File: config.mk
export PLATFORM = sky130hd
export DESIGN_NAME = switch_debouncer
export DESIGN_NICKNAME = d
export VERILOG_FILES = /design/src/rtl/sw_pkg.sv /design/src/rtl/debounce_bit.sv /design/src/rtl/switch_debouncer.sv
export SDC_FILE = /design/constraint.sdc
export NUM_CORES = 1
export LEC_CHECK = 0
export BUFFER_PORTS_ARGS = -buffer_cell sky130_fd_sc_hd__buf_2
export CAP_MARGIN = 15
export CORE_UTILIZATION = 50
export DETAILED_ROUTE_END_ITERATION = 7
export PLACE_DENSITY = 0.74
export RECOVER_POWER = 100
export SLEW_MARGIN = 20
export SYNTH_ARGS = -nofsm -noshare
export SYNTH_HDL_FRONTEND = slang
export SYNTH_HIERARCHICAL = 1
export SYNTH_SLANG_ARGS = --single-unit
File: constraint.sdc
create_clock -name clk -period 2.6 [get_ports clk]
set_clock_uncertainty 0.2 [all_clocks]
set_input_delay 0.13 -clock clk [delete_from_list [all_inputs] [get_ports clk]]
set_output_delay 0.13 -clock clk [all_outputs]
set_load 0.03 [all_outputs]
File: src/rtl/sw_pkg.sv
// sw_pkg: shared switch count and default debounce interval for top and bench
package sw_pkg;

    localparam int NUM_SW            = 8;
    localparam int DEF_STABLE_CYCLES = 1_000_000;

endpackage

File: src/rtl/debounce_bit.sv
// debounce_bit: 2-flop synchronizer, stability counter, clean level and edge pulses for one switch
module debounce_bit
    import sw_pkg::*;
#(
    parameter int STABLE_CYCLES = DEF_STABLE_CYCLES
) (
    input  logic clk,
    input  logic rst_n,
    input  logic sw_raw,
    output logic clean,
    output logic rise,
    output logic fall,
    output logic fire
);

    localparam int            CW   = $clog2(STABLE_CYCLES);
    localparam logic [CW-1:0] CMAX = CW'(STABLE_CYCLES - 1);

    logic          sync0;
    logic          sync1;
    logic [CW-1:0] cnt;

    assign fire = (sync1 != clean) && (cnt == CMAX);

    // synchronize, count consecutive mismatch cycles, accept the new level on the last one
    always_ff @(posedge clk or negedge rst_n) begin
        if (!rst_n) begin
            sync0 <= 1'b0;
            sync1 <= 1'b0;
            cnt   <= '0;
            clean <= 1'b0;
            rise  <= 1'b0;
            fall  <= 1'b0;
        end else begin
            sync0 <= sw_raw;
            sync1 <= sync0;
            cnt   <= (sync1 == clean || fire) ? '0 : cnt + 1'b1;
            clean <= fire ? sync1 : clean;
            rise  <= fire & sync1;
            fall  <= fire & ~sync1;
        end
    end

endmodule

File: src/rtl/switch_debouncer.sv
// switch_debouncer: independent per-bit debouncing of board switches with edge pulses
module switch_debouncer
    import sw_pkg::*;
#(
    parameter int WIDTH         = NUM_SW,
    parameter int STABLE_CYCLES = DEF_STABLE_CYCLES
) (
    input  logic             clk,
    input  logic             rst_n,
    input  logic [WIDTH-1:0] sw_raw,
    output logic [WIDTH-1:0] sw_clean,
    output logic [WIDTH-1:0] sw_rise,
    output logic [WIDTH-1:0] sw_fall,
    output logic             any_change
);

    logic [WIDTH-1:0] fire;

    for (genvar i = 0; i < WIDTH; i++) begin : g_bit
        debounce_bit #(
            .STABLE_CYCLES(STABLE_CYCLES)
        ) u_bit (
            .clk   (clk),
            .rst_n (rst_n),
            .sw_raw(sw_raw[i]),
            .clean (sw_clean[i]),
            .rise  (sw_rise[i]),
            .fall  (sw_fall[i]),
            .fire  (fire[i])
        );
    end

    // registered from the same fire terms that load the rise/fall flops, so it aligns with them
    always_ff @(posedge clk or negedge rst_n) begin
        if (!rst_n) any_change <= 1'b0;
        else        any_change <= |fire;
    end

endmodule

==> results of run 1 <==
metal layers:
metal  GRT usage [%]  part of all wire (%)
met4            4.64                   1.8
met3            3.51                   3.5
met5               0                     0
met1            27.2                    48
met2            30.9                    47
Yosys cell counts:
| library cell | n | area share [%] |
|---|---|---|
| o221ai_1 | 16 | 1.4 |
| o21ai_2 | 8 | 0.72 |
| and3_2 | 8 | 0.62 |
| buf_2 | 8 | 0.41 |
| and3_1 | 24 | 1.5 |
| o2111a_1 | 8 | 0.92 |
| or2_1 | 8 | 0.51 |
| ha_1 | 8 | 1.0 |
| nor4b_2 | 8 | 1.2 |
| nand3_1 | 40 | 2.1 |
| nand4b_1 | 8 | 0.72 |
| and2_1 | 16 | 1.0 |
| nor2_1 | 168 | 6.5 |
| buf_6 | 8 | 0.92 |
| nor3b_1 | 16 | 1.2 |
| nor3_1 | 40 | 2.1 |
| mux2i_1 | 8 | 0.82 |
| inv_1 | 32 | 1.2 |
| nand2_1 | 25 | 0.96 |
| mux2_4 | 8 | 1.2 |
| nand4_1 | 24 | 1.5 |
| nor4_1 | 26 | 1.7 |
| xnor2_1 | 104 | 9.4 |
| dfrtp_1 | 201 | 52 |
| a211oi_1 | 8 | 0.62 |
| and2b_2 | 8 | 0.72 |
| nand4_2 | 16 | 2.1 |
| nor4_2 | 24 | 3.1 |
| xor2_1 | 24 | 2.2 |
critical path: stages (launching register included):
cell and delay [ns]:
dfrtp_1 0.41, ha_1 0.24, and3_1 0.24, nand4_2 0.12, or2_1 0.25, and2b_2 0.24
nor4_1 0.42, nand2_1 0.09
per-stage QoR:
stage                     cells  hold slack, ns  utilization [%]
after floorplan             900          -0.366                -
after global placement     1190         0.00584             54.1
after detailed placement   1190         0.00896             54.1
after CTS                  1234          0.0523             58.3
after global routing       1234          0.0550             57.0
final                      1234          0.0686             57.0
layout make-up:
cell class	instances	area, um2	share of cell area [%]
multi-input combinational	651	4280	39.8
tap	260	325	3.02
clock buffer	31	666	6.18
clock inverter	4	20.0	0.186
sequential	201	5030	46.7
timing repair buffer	55	320	2.98
inverter	32	120	1.12
cell families after synthesis:
kind of cell	count (synthesis)	synth area share [%]
and+or+nand+nor	459	27.5
DFF	201	51.6
AOI/OAI and AO/OA	40	3.70
muxes	16	2.06
buffers and inverters	48	2.57
xor gates and xnor gates	128	11.5
adders and majority gates	8	1.03
worst paths after layout:
check | end | slack, ns | depth (start not counted)
max | any_change$_DFF_PN0_ | 0.24 | 7
min | g_bit[7].u_bit/sync0$_DFF_PN0_ | 0.07 | 2
max reg2reg | any_change$_DFF_PN0_ | 0.24 | 7
min reg2reg | g_bit[3].u_bit/sync1$_DFF_PN0_ | 0.15 | 0
max in group asynchronous | g_bit[5].u_bit/cnt[9]$_DFF_PN0_ | 0.48 | 3
min in group asynchronous | g_bit[2].u_bit/cnt[11]$_DFF_PN0_ | 0.51 | 2
report_power, final:
group,switching [mW],internal (mW)
sequential,0.0408,3.17
combinational,0.126,0.0629
clock,1.18,1.76
total,1.35,5.00
state kept, by name, summed over array words and instances, names as in the netlist:
register           flops
any_change             1
g_bit.u_bit/clean      8
g_bit.u_bit/cnt      160
g_bit.u_bit/fall       8
g_bit.u_bit/rise       8
g_bit.u_bit/sync0      8
g_bit.u_bit/sync1      8
==> flow_summary.yaml, run 1 <==
sta:
  drv_slew: 77
  fin_crit_sh_pct: 90.8
  worst_pin_slew_ns: 1.95
  timing.fmax_mhz: 424
  setup_viol: 0
  rsz0062_at_grt: "false"
  fin_crit_ns: 2.36
  max_slew_margin_pct: -30.2
  timing.final.ws_setup_ns: 0.239
  tns_ns: 0
  hold_viol_final: 0
synth:
  netlist_instances: 900
  synth_area_mm2: 0.00974
  avgSynthCellArea_um2: 10.8
  netlist-cell-type-count: 29
  yosysWarnings: 6
  synth-seq-cells: 201
  yosysSeqAreaShare_pct: 51.6
  syn_nets: 918
clock_network:
  path_clk_slew_ns: 0.06
  hold_buffers: 9
  cts_buffer_depth: 3
  cts_tree: "built"
  cts_buffers: 22
  htreeDepth: 1
  ctsResizeCount: 0
  root_buffer: "clkbuf_16"
  postCtsSetupBuffers: 0
  clk_latency_ns: 0.51
  cts.sinks: 201
die:
  rows: 50
  dieArea_mm2: 0.0200
  die_w_um: 142
  io_pins: 35
  coreArea_mm2: 0.0189
  start_util_pct: 51.6
  dieHeight_um: 142
cells_and_area:
  final_common_cell: "dfrtp_1"
  nets: 981
  area_delta_synth_final_pct: 10.5
  drive_gt1_share_pct: 9.86
  stdcell_area_mm2: 0.0108
  diodes: 0
  n_fill_cell: 1651
  layout_common_cells: "dfrtp_1 (201), nor2_1 (168), xnor2_1 (104)"
detailed_routing:
  drt_iter0_markers: 353
  via_count: 6697
  drt-total-wl_mm: 17.9
  wire_per_inst_um: 14.5
  drc: 0
  viasPerCell: 5.43
  drt_first_pass_iters: 4
  ant_nets: 0
outcome:
  status: "complete, but fails checks"
  violations: "max-capacitance violations, max-slew violations"
place:
  hpwl_mm: 11.9
  detailedPlace.worstSlack_ns: 0.238
  gp_congestion: 0.756
  place_area_mm2: 0.0102
  io_buffers: 34
global_routing:
  overflow: 0
  antenna_found_initial: 0
  grt_pass1_wl_mm: 31.8
  grt_start_max_net_pins: 79
  grt_use_total_pct: 19.3
  grt_pass1_vias: 6589
worst_hold_path:
  hold_class: "in2reg"
  hp-start: "sw_raw[7]"
pwr:
  total_power_mw: 6.35
  peakVddDrop_uv: 600
  leakage_nw: 4.38
  pwr_density_cell_mw_per_mm2: 590
setup_path:
  cp.arrival_ns: 2.53
  crit_required_ns: 2.77
  r2r-start: "g_bit[5].u_bit/cnt[0]$_DFF_PN0_"
  start_kind: "flop"
  crit_fanout: 6
  critPathLaunch: "g_bit[5].u_bit/cnt[0]$_DFF_PN0_"
  crit_type: "reg2reg"
  end_kind: "flop"
flow_run:
  cap_violations: 1
Note: power is estimated with default switching activity, not from simulation.
==> inputs of run 2 (changes only) <==
- PLACE_DENSITY: 0.74 -> unset
- PLACE_DENSITY_LB_ADDON: unset -> 0.2
==> run 2 against run 1 <==
- the run still ends with max-capacitance violations, max-slew violations left
- sequential cell count stayed put
- register-to-register slack hardly changed
- power is 4.4% higher
- critical path depth is 2 lower
- largest power group is now clock
- critical path type unchanged
==> flow_summary.yaml, run 2 (synthesized netlist as in run 1, its figures left out) <==
outcome:
  status: "complete, but fails checks"
  violations: "max-capacitance violations, max-slew violations"
cells_and_area:
  diodes: 0
  nets: 983
  top_register: "g_bit.u_bit/cnt"
  seq_area_mm2: 0.00503
  drive_gt1_share_pct: 9.59
  layout_common_cells: "dfrtp_1 (201), nor2_1 (168), xnor2_1 (104)"
  largest_reg_flops: 160
  multi_input_area_mm2: 0.00425
  n_fill_cell: 1721
  area_delta_synth_final_pct: 10.8
  final_common_cell: "dfrtp_1"
flow_run:
  cap_violations: 2
sta:
  fin_crit_ns: 2.35
  max_slew_margin_pct: -7.04
  worst_pin_slew_ns: 1.61
  tns_ns: 0
  fin_crit_sh_pct: 90.4
  timing.fmax_mhz: 425
  drv_slew: 98
  setup_viol: 0
  rsz0062_at_grt: "false"
  hold_viol_final: 0
die:
  io_pins: 35
  dieArea_mm2: 0.0200
  dieHeight_um: 142
  rows: 50
  start_util_pct: 51.6
  coreArea_mm2: 0.0189
  die_w_um: 142
global_routing:
  antenna_found_initial: 0
  grt_pass1_wl_mm: 30.9
  overflow: 0
  grt_use_total_pct: 18.9
  grt_start_max_net_pins: 67
  grt_pass1_vias: 6279
detailed_routing:
  drt_first_pass_iters: 4
  wire_per_inst_um: 14.4
  viasPerCell: 5.28
  drt-total-wl_mm: 17.9
  via_count: 6550
  ant_nets: 0
  drc: 0
  drt_iter0_markers: 294
clock_network:
  path_clk_slew_ns: 0.06
  ctsResizeCount: 0
  cts_buffer_depth: 3
  htreeDepth: 1
  cts.sinks: 201
  clk_latency_ns: 0.50
  cts_tree: "built"
  root_buffer: "clkbuf_16"
  cts_buffers: 23
setup_path:
  crit_type: "reg2reg"
  critPathSlowestCell: "o21ai_0"
  end_kind: "flop"
  crit_required_ns: 2.79
  cp.arrival_ns: 2.54
  path_cells: "nor4_1, nand4_2, o21ai_0, buf_4, nor2_1"
  slowest_delay_ns: 0.63
  crit_fanout: 11
  start_kind: "flop"
pwr:
  pwr_density_cell_mw_per_mm2: 614
  peakVddDrop_uv: 802
  leakage_nw: 4.41
  total_power_mw: 6.62
worst_hold_path:
  hold_class: "in2reg"
place:
  gp_congestion: 0.786
  io_buffers: 34
  hpwl_mm: 12.0
run 2: changes by cell type in the layout (fill, tap and decap cells not counted), moves of 2 or more:
cell,before,now
buf_12,2,0
o21ai_2,2,0
clkbuf_2,5,8
nand4_2,12,10
nand4_1,28,30
nor4_1,42,44
o21ai_1,2,4
nor4_2,8,6
bufinv_16,0,2
run 2: where the power goes:
part           total (mW)  internal, mW  switching [mW]
logic               0.183        0.0573           0.126
registers            3.21          3.17          0.0403
clock network        3.23          2.02            1.21
total                6.62          5.25            1.38
run 2: critical path, delay by kind of cell, from the launching register on:
| kind | cells | cell delay [ns] |
|---|---|---|
| buf+inv | 1 | 0.31 |
| flops | 1 | 0.45 |
| simple gates | 3 | 0.65 |
| compound gates | 1 | 0.63 |
run 2: metal layers:
layer	global-route usage (%)	share of wire [%]	up-vias
met4	4.87	1.8	0
met5	0	0	-
met3	3.04	3.2	23
met2	29.2	45	97
met1	27.7	50	3130
li1	-	-	3300
run 2: repair_timing:
item / in CTS / in global routing
endpoints found under the setup margin: 0 / 0
endpoints found under the hold margin: 209 / 0
setup buffers: 0 / 0
hold buffers: 10 / 0
run 2: final timing paths:
path | slack, ns | to | from | depth (start not counted)
setup / recovery | 0.25 | g_bit[7].u_bit/cnt[10]$_DFF_PN0_ | g_bit[7].u_bit/cnt[12]$_DFF_PN0_ | 5
hold / removal | 0.07 | g_bit[7].u_bit/sync0$_DFF_PN0_ | sw_raw[7] | 2
setup reg to reg | 0.25 | g_bit[7].u_bit/cnt[10]$_DFF_PN0_ | g_bit[7].u_bit/cnt[12]$_DFF_PN0_ | 5
hold reg to reg | 0.14 | g_bit[6].u_bit/sync1$_DFF_PN0_ | g_bit[6].u_bit/sync0$_DFF_PN0_ | 0
max in group asynchronous | 0.58 | g_bit[4].u_bit/cnt[14]$_DFF_PN0_ | rst_n | 3
min in group asynchronous | 0.51 | g_bit[2].u_bit/cnt[12]$_DFF_PN0_ | rst_n | 3
run 2: final cells by class:
cell class	count	share of cell area, %
clock inverter	7	0.846
multi-input combinational	651	39.4
timing repair buffer	56	2.71
inverter	32	1.11
sequential	201	46.6
tap	260	3.01
clock buffer	33	6.33
run 2: metrics by stage:
stage	setup slack [ns]	cell area (um2)	utilization [%]	hold slack, ns	instances
global placement	0.363	10200	54.1	-0.0725	1190
CTS	0.299	11100	58.9	0.0358	1240
global route	0.0791	10800	57.1	0.0517	1240
floorplan	0.594	9740	-	-0.366	900
detailed placement	0.305	10200	54.1	-0.0747	1190
finish	0.249	10800	57.1	0.0704	1240
